File: config.mk
export PLATFORM = sky130hd
export DESIGN_NAME = reg_wb_ctrl
export DESIGN_NICKNAME = d
export VERILOG_FILES = /design/src/rtl/reg_wb_ctrl_pkg.sv /design/src/rtl/reg_wb_ctrl_wb_fifo2.sv /design/src/rtl/reg_wb_ctrl.sv
export SDC_FILE = /design/constraint.sdc
export NUM_CORES = 1
export LEC_CHECK = 0
export CAP_MARGIN = 20
export CORE_MARGIN = 2
export CORE_UTILIZATION = 33
export CTS_CLUSTER_DIAMETER = 60
export DETAILED_ROUTE_END_ITERATION = 12
export HOLD_SLACK_MARGIN = 0.05
export MAX_ROUTING_LAYER = met4
export SLEW_MARGIN = 20
export SYNTH_ARGS = -nofsm -noshare
export SYNTH_HDL_FRONTEND = slang
export SYNTH_HIERARCHICAL = 1
export SYNTH_SLANG_ARGS = --single-unit
File: constraint.sdc
create_clock -name clk -period 9.2 [get_ports clk]
set_input_delay 2.3 -clock clk [delete_from_list [all_inputs] [get_ports clk]]
set_output_delay 2.3 -clock clk [all_outputs]
set_load 0.02 [all_outputs]
File: src/rtl/reg_wb_ctrl_pkg.sv
// Shared definitions for the register write-back controller.
// Holds the register-index width, the LSU FIFO depth and the write-source select encoding.
package reg_wb_ctrl_pkg;

  localparam int REG_IDX_W  = 5;
  localparam int FIFO_DEPTH = 2;
  localparam int FIFO_CNT_W = $clog2(FIFO_DEPTH + 1);

  typedef enum logic [1:0] {
    SEL_NONE,
    SEL_ALU,
    SEL_FIFO
  } wb_sel_e;

endpackage

File: src/rtl/reg_wb_ctrl_wb_fifo2.sv
// wb_fifo2: two-entry FIFO buffering LSU write-back results (destination index + data).
// The caller never pushes when full and never pops when empty. Pointers are one bit wide,
// so they wrap modulo 2 on their own.
module wb_fifo2
  import reg_wb_ctrl_pkg::*;
#(
  parameter int XLEN = 32
) (
  input  logic                  clk,
  input  logic                  rst_n,
  input  logic                  push,
  input  logic [REG_IDX_W-1:0]  push_rd,
  input  logic [XLEN-1:0]       push_data,
  input  logic                  pop,
  output logic [FIFO_CNT_W-1:0] count,
  output logic [REG_IDX_W-1:0]  head_rd,
  output logic [XLEN-1:0]       head_data
);

  logic                 wr_ptr;
  logic                 rd_ptr;
  logic [REG_IDX_W-1:0] rd_mem   [FIFO_DEPTH];
  logic [XLEN-1:0]      data_mem [FIFO_DEPTH];

  // Storage write. Entries are only read once count says they are valid.
  // NOTE: storage is deliberately left out of reset; count and pointers alone define validity.
  always_ff @(posedge clk) begin
    if (push) begin
      rd_mem[wr_ptr]   <= push_rd;
      data_mem[wr_ptr] <= push_data;
    end
  end

  // Pointer and occupancy tracking; a simultaneous push and pop leaves count unchanged.
  // NOTE: sequential state uses non-blocking assignments so every flop samples pre-edge values.
  always_ff @(posedge clk) begin
    if (!rst_n) begin
      wr_ptr <= 1'b0;
      rd_ptr <= 1'b0;
      count  <= '0;
    end else begin
      if (push) wr_ptr <= ~wr_ptr;
      if (pop)  rd_ptr <= ~rd_ptr;
      case ({push, pop})
        2'b10:   count <= count + 1'b1;
        2'b01:   count <= count - 1'b1;
        default: count <= count;
      endcase
    end
  end

  assign head_rd   = rd_mem[rd_ptr];
  assign head_data = data_mem[rd_ptr];

endmodule

File: src/rtl/reg_wb_ctrl.sv
// reg_wb_ctrl: register-file write-back arbiter with a pending-write scoreboard.
// ALU results are written unbuffered; LSU results pass through a 2-entry FIFO that takes
// priority only when full. Optional forwarding from the write port is enabled by defining
// the macro REG_WB_FWD_EN; without it the fwd_* outputs are tied to 0.
module reg_wb_ctrl
  import reg_wb_ctrl_pkg::*;
#(
  parameter int XLEN = 32,
  parameter int NREG = 32
) (
  input  logic                 clk,
  input  logic                 rst_n,
  input  logic                 alu_valid,
  output logic                 alu_ready,
  input  logic [REG_IDX_W-1:0] alu_rd,
  input  logic [XLEN-1:0]      alu_data,
  input  logic                 lsu_valid,
  output logic                 lsu_ready,
  input  logic [REG_IDX_W-1:0] lsu_rd,
  input  logic [XLEN-1:0]      lsu_data,
  input  logic                 issue_valid,
  input  logic [REG_IDX_W-1:0] issue_rd,
  input  logic [REG_IDX_W-1:0] rs1,
  input  logic [REG_IDX_W-1:0] rs2,
  output logic                 rs1_busy,
  output logic                 rs2_busy,
  output logic                 regwrite,
  output logic [REG_IDX_W-1:0] rd,
  output logic [XLEN-1:0]      rd_data,
  output logic                 fwd_rs1_hit,
  output logic                 fwd_rs2_hit,
  output logic [XLEN-1:0]      fwd_rs1_data,
  output logic [XLEN-1:0]      fwd_rs2_data
);

  logic [FIFO_CNT_W-1:0] fifo_count;
  logic [REG_IDX_W-1:0]  head_rd;
  logic [XLEN-1:0]       head_data;
  logic                  fifo_full;
  logic                  fifo_push;
  logic                  fifo_pop;
  wb_sel_e               sel;
  logic [REG_IDX_W-1:0]  sel_rd;
  logic [XLEN-1:0]       sel_data;
  logic [NREG-1:0]       pending_q;
  logic [NREG-1:0]       pending_d;

  assign fifo_full = (fifo_count == FIFO_CNT_W'(FIFO_DEPTH));
  assign lsu_ready = !fifo_full;
  assign alu_ready = !fifo_full;
  assign fifo_push = lsu_valid && lsu_ready;
  assign fifo_pop  = (sel == SEL_FIFO);

  wb_fifo2 #(.XLEN(XLEN)) u_fifo (
    .clk       (clk),
    .rst_n     (rst_n),
    .push      (fifo_push),
    .push_rd   (lsu_rd),
    .push_data (lsu_data),
    .pop       (fifo_pop),
    .count     (fifo_count),
    .head_rd   (head_rd),
    .head_data (head_data)
  );

  // Source arbitration: a full FIFO drains first, then the ALU, then any buffered LSU result.
  // NOTE: every always_comb output gets a default first so no path can infer a latch.
  always_comb begin
    sel      = SEL_NONE;
    sel_rd   = head_rd;
    sel_data = head_data;
    if (fifo_full) begin
      sel = SEL_FIFO;
    end else if (alu_valid) begin
      sel      = SEL_ALU;
      sel_rd   = alu_rd;
      sel_data = alu_data;
    end else if (fifo_count != '0) begin
      sel = SEL_FIFO;
    end
  end

  // Registered write port; x0 writes are consumed silently, idle cycles hold rd/rd_data.
  always_ff @(posedge clk) begin
    if (!rst_n) begin
      regwrite <= 1'b0;
      rd       <= '0;
      rd_data  <= '0;
    end else begin
      regwrite <= (sel != SEL_NONE) && (sel_rd != '0);
      if (sel != SEL_NONE) begin
        rd      <= sel_rd;
        rd_data <= sel_data;
      end
    end
  end

  // Scoreboard next state: a FIFO write clears its bit, a new issue sets one (set wins).
  always_comb begin
    pending_d = pending_q;
    if (sel == SEL_FIFO) pending_d[head_rd] = 1'b0;
    if (issue_valid && (issue_rd != '0)) pending_d[issue_rd] = 1'b1;
    pending_d[0] = 1'b0;
  end

  // Scoreboard register.
  always_ff @(posedge clk) begin
    if (!rst_n) pending_q <= '0;
    else        pending_q <= pending_d;
  end

  assign rs1_busy = pending_q[rs1];
  assign rs2_busy = pending_q[rs2];

`ifdef REG_WB_FWD_EN
  assign fwd_rs1_hit  = regwrite && (rd == rs1) && (rs1 != '0);
  assign fwd_rs2_hit  = regwrite && (rd == rs2) && (rs2 != '0);
  assign fwd_rs1_data = rd_data;
  assign fwd_rs2_data = rd_data;
`else
  assign fwd_rs1_hit  = 1'b0;
  assign fwd_rs2_hit  = 1'b0;
  assign fwd_rs1_data = '0;
  assign fwd_rs2_data = '0;
`endif

endmodule
[Yosys cells after proc, flatten, opt, wreduce, memory -nomap -nowiden]
Memory sizes are Yosys's and may differ from the RTL's. A register that Yosys moved wholly into a read port is not among the register bits.
Index checks and enable logic that the tools add are counted.
Cells by class
  add/sub/neg operators: 2
  magnitude comparators: 6
  equality and inequality tests: 4
  mux-type cells: 24
  bitwise gates (word level): 5
  reduce and logical (&&, ||, !) cells: 11
Operators with widths (count)
  $mux W32: 4
  $and A32 B32 Y32: 1
  $not A32 Y32: 1
  $or A32 B32 Y32: 1
  $lt A5 B6 Y1 const B: 4
  $bmux W1 S5: 2
  $demux W1 S5: 2
  $ge A5 B1 Y1 const B: 2
  $mux W1: 10
  $mux W5: 2
  $reduce_bool A5 Y1: 2
  $eq A2 B2 Y1 const B: 3
  $mux W2: 3
  $reduce_bool A2 Y1: 3
  $logic_and A1 B1 Y1: 5
  $pmux W2 S2: 1
  $add A2 B1 Y2 const B: 1
  $eq A2 B1 Y1 const B: 1
  $not A1 Y1: 2
  $sub A2 B1 Y2 const B: 1
  $logic_not A1 Y1: 1
Word-level totals
  register bits after elaboration: 74
  RAM bits: 74
  input port bits: 94
  output and inout bits: 108
  word-level logic and storage cells: 62
  memories kept: 2
Memory list
  u_fifo.data_mem: depth 2, bits a word 32, read ports 1, clocked after Yosys merged registers in 1, wr ports 1, RTL line reg_wb_ctrl_wb_fifo2.sv:23  | logic [XLEN-1:0] data_mem [FIFO_DEPTH];
  u_fifo.rd_mem: depth 2, bits a word 5, read ports 1, clocked after Yosys merged registers in 1, wr ports 1, RTL line reg_wb_ctrl_wb_fifo2.sv:22  | logic [REG_IDX_W-1:0] rd_mem [FIFO_DEPTH];

[Longest topological paths before layout]
Gate-level depths: netlist of the first run.
  depth after elaboration: 9
  depth in mapped cells: 8
  depth with buffers taken out: 7

[Cells and area by module]
Netlist of the first run, hierarchy kept.
Modules (own cells, without submodules)
  reg_wb_ctrl: instances 1, cells an instance 536, area an instance 4161.5 um^2, sequential area each 1381.3 um^2
  wb_fifo2: instances 1, cells an instance 135, area an instance 2881.5 um^2, sequential area each 2322.2 um^2

[Worst setup path after synthesis of the first run]
No wires, ideal clock.
  path type: input port to output port
  start: in rs1[1]
  end: out rs1_busy
  arrival time: 3.448 ns
  required time: 6.900 ns
  slack: 3.452 ns
  stages: 5
  path buffers: 1
  cell sequence: buf_2 -> mux4_2 -> nand2b_1 -> o2111ai_1 -> nand4_1
On the way
  longest elaborated chain between the ends: 2
RTL lines
  from (decl): RTL line reg_wb_ctrl.sv:23  | input logic [REG_IDX_W-1:0] rs1,
  $bmux W1 S5: RTL line reg_wb_ctrl.sv:112  | assign rs1_busy = pending_q[rs1];
  $mux W1 (not written as such): RTL line reg_wb_ctrl.sv:112
  to (decl): RTL line reg_wb_ctrl.sv:25  | output logic rs1_busy,
Every way passes these cells. The select of a mux whose other input is x is not followed.

[Worst setup path in the final report of the first run]
  start: in rs2[1]
  end: out rs2_busy
On the way
  longest elaborated chain between the ends: 2
RTL lines
  from (decl): RTL line reg_wb_ctrl.sv:24  | input logic [REG_IDX_W-1:0] rs2,
  $bmux W1 S5: RTL line reg_wb_ctrl.sv:113  | assign rs2_busy = pending_q[rs2];
  $mux W1 (not written as such): RTL line reg_wb_ctrl.sv:113
  to (decl): RTL line reg_wb_ctrl.sv:26  | output logic rs2_busy,
Every way passes these cells. The select of a mux whose other input is x is not followed.

==> results of run 1 <==
==> power groups by stage <==
stage / combinational, W / clock, W / sequential [W]
floorplan: 0.000393 / 0 / 0.000889
global placement: 0.000593 / 0 / 0.000873
detailed placement: 0.000597 / 0 / 0.000873
CTS: 0.000599 / 0.000695 / 0.000861
global route: 0.000651 / 0.000722 / 0.000873
finish: 0.000591 / 0.000679 / 0.000857
==> per-stage QoR <==
stage / worst slack, ns / total power [W] / util / hold slack [ns]
2_1_floorplan: 3.45 / 0.00128 / - / 0.460
3_3_place_gp: 2.37 / 0.00147 / 0.395 / 0.485
3_5_place_dp: 2.37 / 0.00147 / 0.395 / 0.492
4_1_cts: 2.36 / 0.00215 / 0.423 / 0.499
5_1_grt: 2.25 / 0.00224 / 0.423 / 0.511
6_report: 2.35 / 0.00213 / 0.423 / 0.495
==> cell usage in the layout (no fill, tap or decap), types with 32 or more instances in the layout <==
cell type,n
dfxtp_1,73
edfxtp_1,74
mux2_2,37
nor2_1,49
clkdlybuf4s50_1,135
a21oi_1,37
nand3_1,52
nand2_1,70
a311oi_1,37
conb_1,66
o21ai_0,32
==> flip-flops by register name (all words and copies together), names as in the netlist, named ones only <==
| register | cells |
|---|---|
| u_fifo/rd_ptr | 1 |
| rd_data | 32 |
| rd | 5 |
| u_fifo/count | 2 |
| u_fifo/data_mem | 64 |
| regwrite | 1 |
| u_fifo/rd_mem | 10 |
| pending_q | 31 |
| u_fifo/wr_ptr | 1 |
==> per-layer routing <==
layer  global-route usage  up-vias  share of wire  routed length [um]
met2                0.251      197           0.46                7910
met3               0.0479       18          0.079                1350
met1                0.202     2427           0.44                7600
met5                    -        -              0                   0
met4               0.0623        0          0.017                 289
li1                     -     2519              -                   -
==> area by class of cell <==
type	count	area (sq um)	area share
inverters	4	15.0	0.00169
well taps	275	344	0.0388
multi-input cells	471	2830	0.319
flip-flops and latches	148	3700	0.418
diodes	1	2.50	0.000282
clock inverters	14	154	0.0173
repair buffers	140	1390	0.157
clock buffers	18	429	0.0484
==> critical path, stage by stage <==
cell	delay [ns]
clkdlybuf4s50_1	0.73
mux4_2	0.54
nand2b_1	0.15
o2111ai_1	0.13
nand4_1	0.13
clkdlybuf4s50_1	0.56
==> worst paths after layout <==
check             startpoint           end  slack, ns  cells past startpoint
hold reg to reg        rd[0]         rd[0]       0.49                      2
hold / removal         rd[0]         rd[0]       0.49                      2
setup reg to reg        flop  pending_q[8]       6.75                      4
setup / recovery      rs2[1]      rs2_busy       2.35                      6
==> cells by family (layout without fill, tap and decap cells) <==
| group | after synthesis | in the layout | synth area share |
|---|---|---|---|
| fa+ha+maj | 1 | 1 | 0.00178 |
| compound gates | 119 | 119 | 0.109 |
| xor+xnor | 3 | 3 | 0.00373 |
| buf+inv | 117 | 176 | 0.108 |
| other cells | 1 | 67 | 0.000532 |
| simple gates | 221 | 221 | 0.147 |
| mux | 61 | 61 | 0.104 |
| flops | 148 | 148 | 0.526 |
==> metrics.yaml, run 1 <==
yosys:
  ys.warnings.count: 6
  yosys-top-cells-area: "edfxtp_1, dfxtp_1, buf_4"
  ys_dominant_reg_cell: "edfxtp_1"
  yosysTopAreaCell: "edfxtp_1"
  synth.distinct_cells: 43
  synth_top_cell_area_share: 0.316
  syn-cell-area_sq_um: 7040
  synthTopCellsByCount: "dfxtp_1, edfxtp_1, nand2_1"
  yosysSeqAreaShare: 0.526
  synth_area_per_cell_sq_um: 10.5
  synth_seq_cells: 148
  synth-edff-count: 74
  netlist_instances: 671
  async_reset_ff_frac: 0
floorplan:
  io-pin-count: 202
  die_h_um: 150
  start_util: 0.336
  fp.coreArea_sq_um: 21000
  dieArea_sq_um: 22500
  rows: 53
  die_x_um: 150
power_and_ir_drop:
  power_density_nw_per_um2: 240
  p_sw_w: 0.000674
  p_leak_nw: 3.19
  p_comb_frac: 0.278
  pwr-share-clk: 0.319
  p_int_w: 0.00145
  p_seq_frac: 0.403
  switching_share: 0.317
  ir_drop_mv: 0.161
route:
  drc: 0
  drt_iter0_drc: 280
  drt_first_pass_iters: 5
  viasPerCell: 4.82
  vias: 5161
  wl_per_cell_um: 16.0
  ant_nets: 0
  routed_wl_um: 17200
sta:
  clock_skew_ns: 0.00874
  rsz0062_at_grt: "no"
  fmax_mhz: 146
  setup-tns-final_ns: 0
  relSlewSlack: 0.338
  setup_viol: 0
  period_share: 0.744
  maxSlewViolCount: 0
  min_period_ns: 6.85
  finalHoldViolCount: 0
  worstMarginPinSlew_ns: 0.993
clock_tree:
  cts_root_buf: "clkbuf_16"
  post-cts-setup-buffer-count: 0
  clk_latency_ns: 0.41
  cts_buffers: 17
  cts_tree: "done"
  cts_hold_buf: 0
  cts-resized-gates: 0
  numClockSinks: 148
  cts_max_level: 4
  clk_pin_slew_ns: 0.06
  cts_buffer_depth: 2
worst_setup_path:
  crit_arrival_ns: 4.55
  startpoint_type: "input port"
  end_kind: "output pin"
  critPathKind: "input port to output pin"
  path_max_fanout: 10
  required_ns: 6.90
cells_and_area:
  finalNonFillerCells: 1071
  n_fill_cell: 2021
  fin_nets: 877
  area_growth_pct: 26.0
  stdcell_area_sq_um: 8870
  drive_gt1_frac: 0.108
run:
  drv_cap: 0
min_path:
  min_path_type: "flop to flop"
outcome:
  status: "complete, no violations"
global_routing:
  grtUsageTotal: 0.163
  grt_pass1_vias: 5230
  grt_pass1_wl_um: 27600
  grt_overflow_total: 0
  grt_max_degree: 76
  grt_antenna_before_repair: 1
placement:
  placed_cells: 1038
  dp_hpwl_um: 11700
  place_area_sq_um: 8290
  port_buffers: 135
  place_congestion: 0.819
Note: power is estimated with default switching activity, not from simulation.
==> inputs of run 2 (changes only) <==
==> constraint.sdc (replaced) <==
create_clock -name clk -period 5.7 [get_ports clk]
set_input_delay 1.425 -clock clk [delete_from_list [all_inputs] [get_ports clk]]
set_output_delay 1.425 -clock clk [all_outputs]
set_load 0.02 [all_outputs]
==> run 2 against run 1 <==
Net effect: worst hold slack better by 0.0012 ns; via count increased by 1.1%; die area unchanged; non-clock buffer count stayed put; clock skew increased by 0.0097 ns; routed wire length up 0.48%; sequential cell count unchanged; worst setup slack lost 1.7 ns; count of clock-buffer cells in the layout is 1 higher; cell area up 0.28%.
==> metrics.yaml, run 2 (synthesis results as in run 1) <==
sta:
  worstMarginPinSlew_ns: 1.02  # +0.0249 ns
  relSlewSlack: 0.322  # -0.0166
  rsz0062_at_grt: "no"
  setup-tns-final_ns: 0  # unchanged
  maxSlewViolCount: 0  # unchanged
  fmax_mhz: 197
  clock_skew_ns: 0.0185  # +0.00974 ns
  setup_viol: 0  # unchanged
  period_share: 0.891
  setup_ws_ns: 0.621  # -1.73 ns
  finalHoldViolCount: 0  # unchanged
  min_period_ns: 5.08
route:
  ant_nets: 0  # unchanged
  wl_per_cell_um: 16.0  # +0.20%
  drt_first_pass_iters: 5  # unchanged
  drc: 0  # unchanged
  vias: 5219  # +1.1%
  drt_iter0_drc: 299  # +6.8%
  viasPerCell: 4.86  # +0.84%
  routed_wl_um: 17200  # +0.48%
global_routing:
  grt_pass1_vias: 4891  # -6.5%
  grt_max_degree: 43  # -43%
  grt_overflow_total: 0  # unchanged
  grt_antenna_before_repair: 3  # +2
  grt_pass1_wl_um: 26500  # -3.9%
  grtUsageTotal: 0.158  # -0.00513
floorplan:
  die_h_um: 150  # unchanged
  rows: 53  # unchanged
  io-pin-count: 202  # unchanged
  start_util: 0.336  # unchanged
  die_x_um: 150  # unchanged
  fp.coreArea_sq_um: 21000  # unchanged
  dieArea_sq_um: 22500  # unchanged
worst_setup_path:
  max_stage_delay_ns: 0.73  # about the same
  worstPathCellList: "clkdlybuf4s50_1, mux4_2, nand2b_1, o2111ai_1, nand4_1, clkdlybuf4s50_1"
  path_delay_family: "buffers and inverters"
  worst-path-buf-inv: 2  # unchanged
  critPathKind: "input port to output pin"
  path_max_fanout: 10  # unchanged
  slowest_stage: "clkdlybuf4s50_1"
  startpoint_type: "input port"
  crit_arrival_ns: 3.65  # -0.90 ns
  required_ns: 4.28  # -2.62 ns
  cp_common_cell: "clkdlybuf4s50_1"
  end_kind: "output pin"
clock_tree:
  clk_latency_ns: 0.42  # about the same
  post-cts-setup-buffer-count: 0  # unchanged
  cts_hold_buf: 0  # unchanged
  cts-resized-gates: 0  # unchanged
  cts_tree: "done"
  cts_max_level: 4  # unchanged
  clk_pin_slew_ns: 0.06  # about the same
  cts_buffers: 17  # unchanged
  numClockSinks: 148  # unchanged
  cts_root_buf: "clkbuf_16"
  cts_buffer_depth: 2  # unchanged
cells_and_area:
  area_growth_pct: 26.3
  largest_reg_flops: 64  # unchanged
  final_common_cell: "clkdlybuf4s50_1"
  finalNonFillerCells: 1074  # +0.28%
  final_cell_mix: "clkdlybuf4s50_1, edfxtp_1, dfxtp_1"
  n_fill_cell: 2039  # +0.89%
  fin_nets: 877  # unchanged
  drive_gt1_frac: 0.108  # unchanged
  regMostFlops: "u_fifo/data_mem"
  top_regs: "u_fifo/data_mem (64), rd_data (32), pending_q (31)"
placement:
  port_buffers: 135  # unchanged
  dp_hpwl_um: 11800  # +0.96%
  place_congestion: 0.799  # -2.4%
  preCtsSetupSlack_ns: 0.627  # -1.74 ns
  placed_cells: 1038  # unchanged
power_and_ir_drop:
  ir_drop_mv: 0.272  # +69%
  power_density_nw_per_um2: 390  # +62%
  p_leak_nw: 3.21  # +0.60%
run:
  drv_cap: 0  # unchanged
min_path:
  min_path_type: "flop to flop"
outcome:
  status: "complete, no violations"
run 2: changes by cell type in the layout (fill, tap and decap cells not counted), sizes merged:
cell | previous run | this run
bufinv | 2 | 3
clkinvlp | 5 | 3
clkinv | 3 | 6
diode | 1 | 4
clkbuf | 18 | 19
inv | 8 | 5
run 2: area by class of cell:
cell class / instances / area [sq um] / area share
multi-input combinational: 471 / 2830 / 0.319
tap: 275 / 344 / 0.0387
sequential: 148 / 3700 / 0.416
inverter: 4 / 15.0 / 0.00169
clock buffer: 19 / 443 / 0.0498
timing repair buffer: 140 / 1390 / 0.156
antenna: 4 / 10.0 / 0.00113
clock inverter: 13 / 158 / 0.0177
run 2: per-layer routing:
layer,vias to the layer above,GRT usage,share of wire
li1,2526,-,-
met1,2488,0.196,0.44
met2,193,0.245,0.47
met3,12,0.0533,0.084
met4,0,0.0448,0.0095
met5,-,-,0
run 2: path summary, 6_finish.rpt:
path,startpoint,to,slack [ns],cells past startpoint
min,rd_data[19],rd_data[19],0.50,2
max reg2reg,u_fifo/count[0],u_fifo/data_mem[0][22],3.09,5
min reg2reg,rd_data[19],rd_data[19],0.50,2
max,rs2[1],rs2_busy,0.62,6
run 2: tightest hold or removal path, cell delays in order, from the launching register on:
cell      delay [ns]
dfxtp_1         0.31
nor2_1          0.09
a311oi_1        0.05
run 2: power breakdown:
group | internal (W) | total, W | switching, W
Combinational | 0.000420 | 0.000960 | 0.000540
Sequential | 0.00128 | 0.00138 | 0.000107
Clock | 0.000698 | 0.00112 | 0.000424
run 2: metrics by stage:
| stage | util | power [W] | hold slack [ns] | area (sq um) |
|---|---|---|---|---|
| finish | 0.425 | 0.00347 | 0.496 | 8900 |
| global route | 0.424 | 0.00364 | 0.516 | 8890 |
| CTS | 0.424 | 0.00350 | 0.495 | 8890 |
| detailed placement | 0.395 | 0.00237 | 0.485 | 8290 |
| global placement | 0.395 | 0.00237 | 0.485 | 8290 |
| floorplan | - | 0.00207 | 0.460 | 7290 |
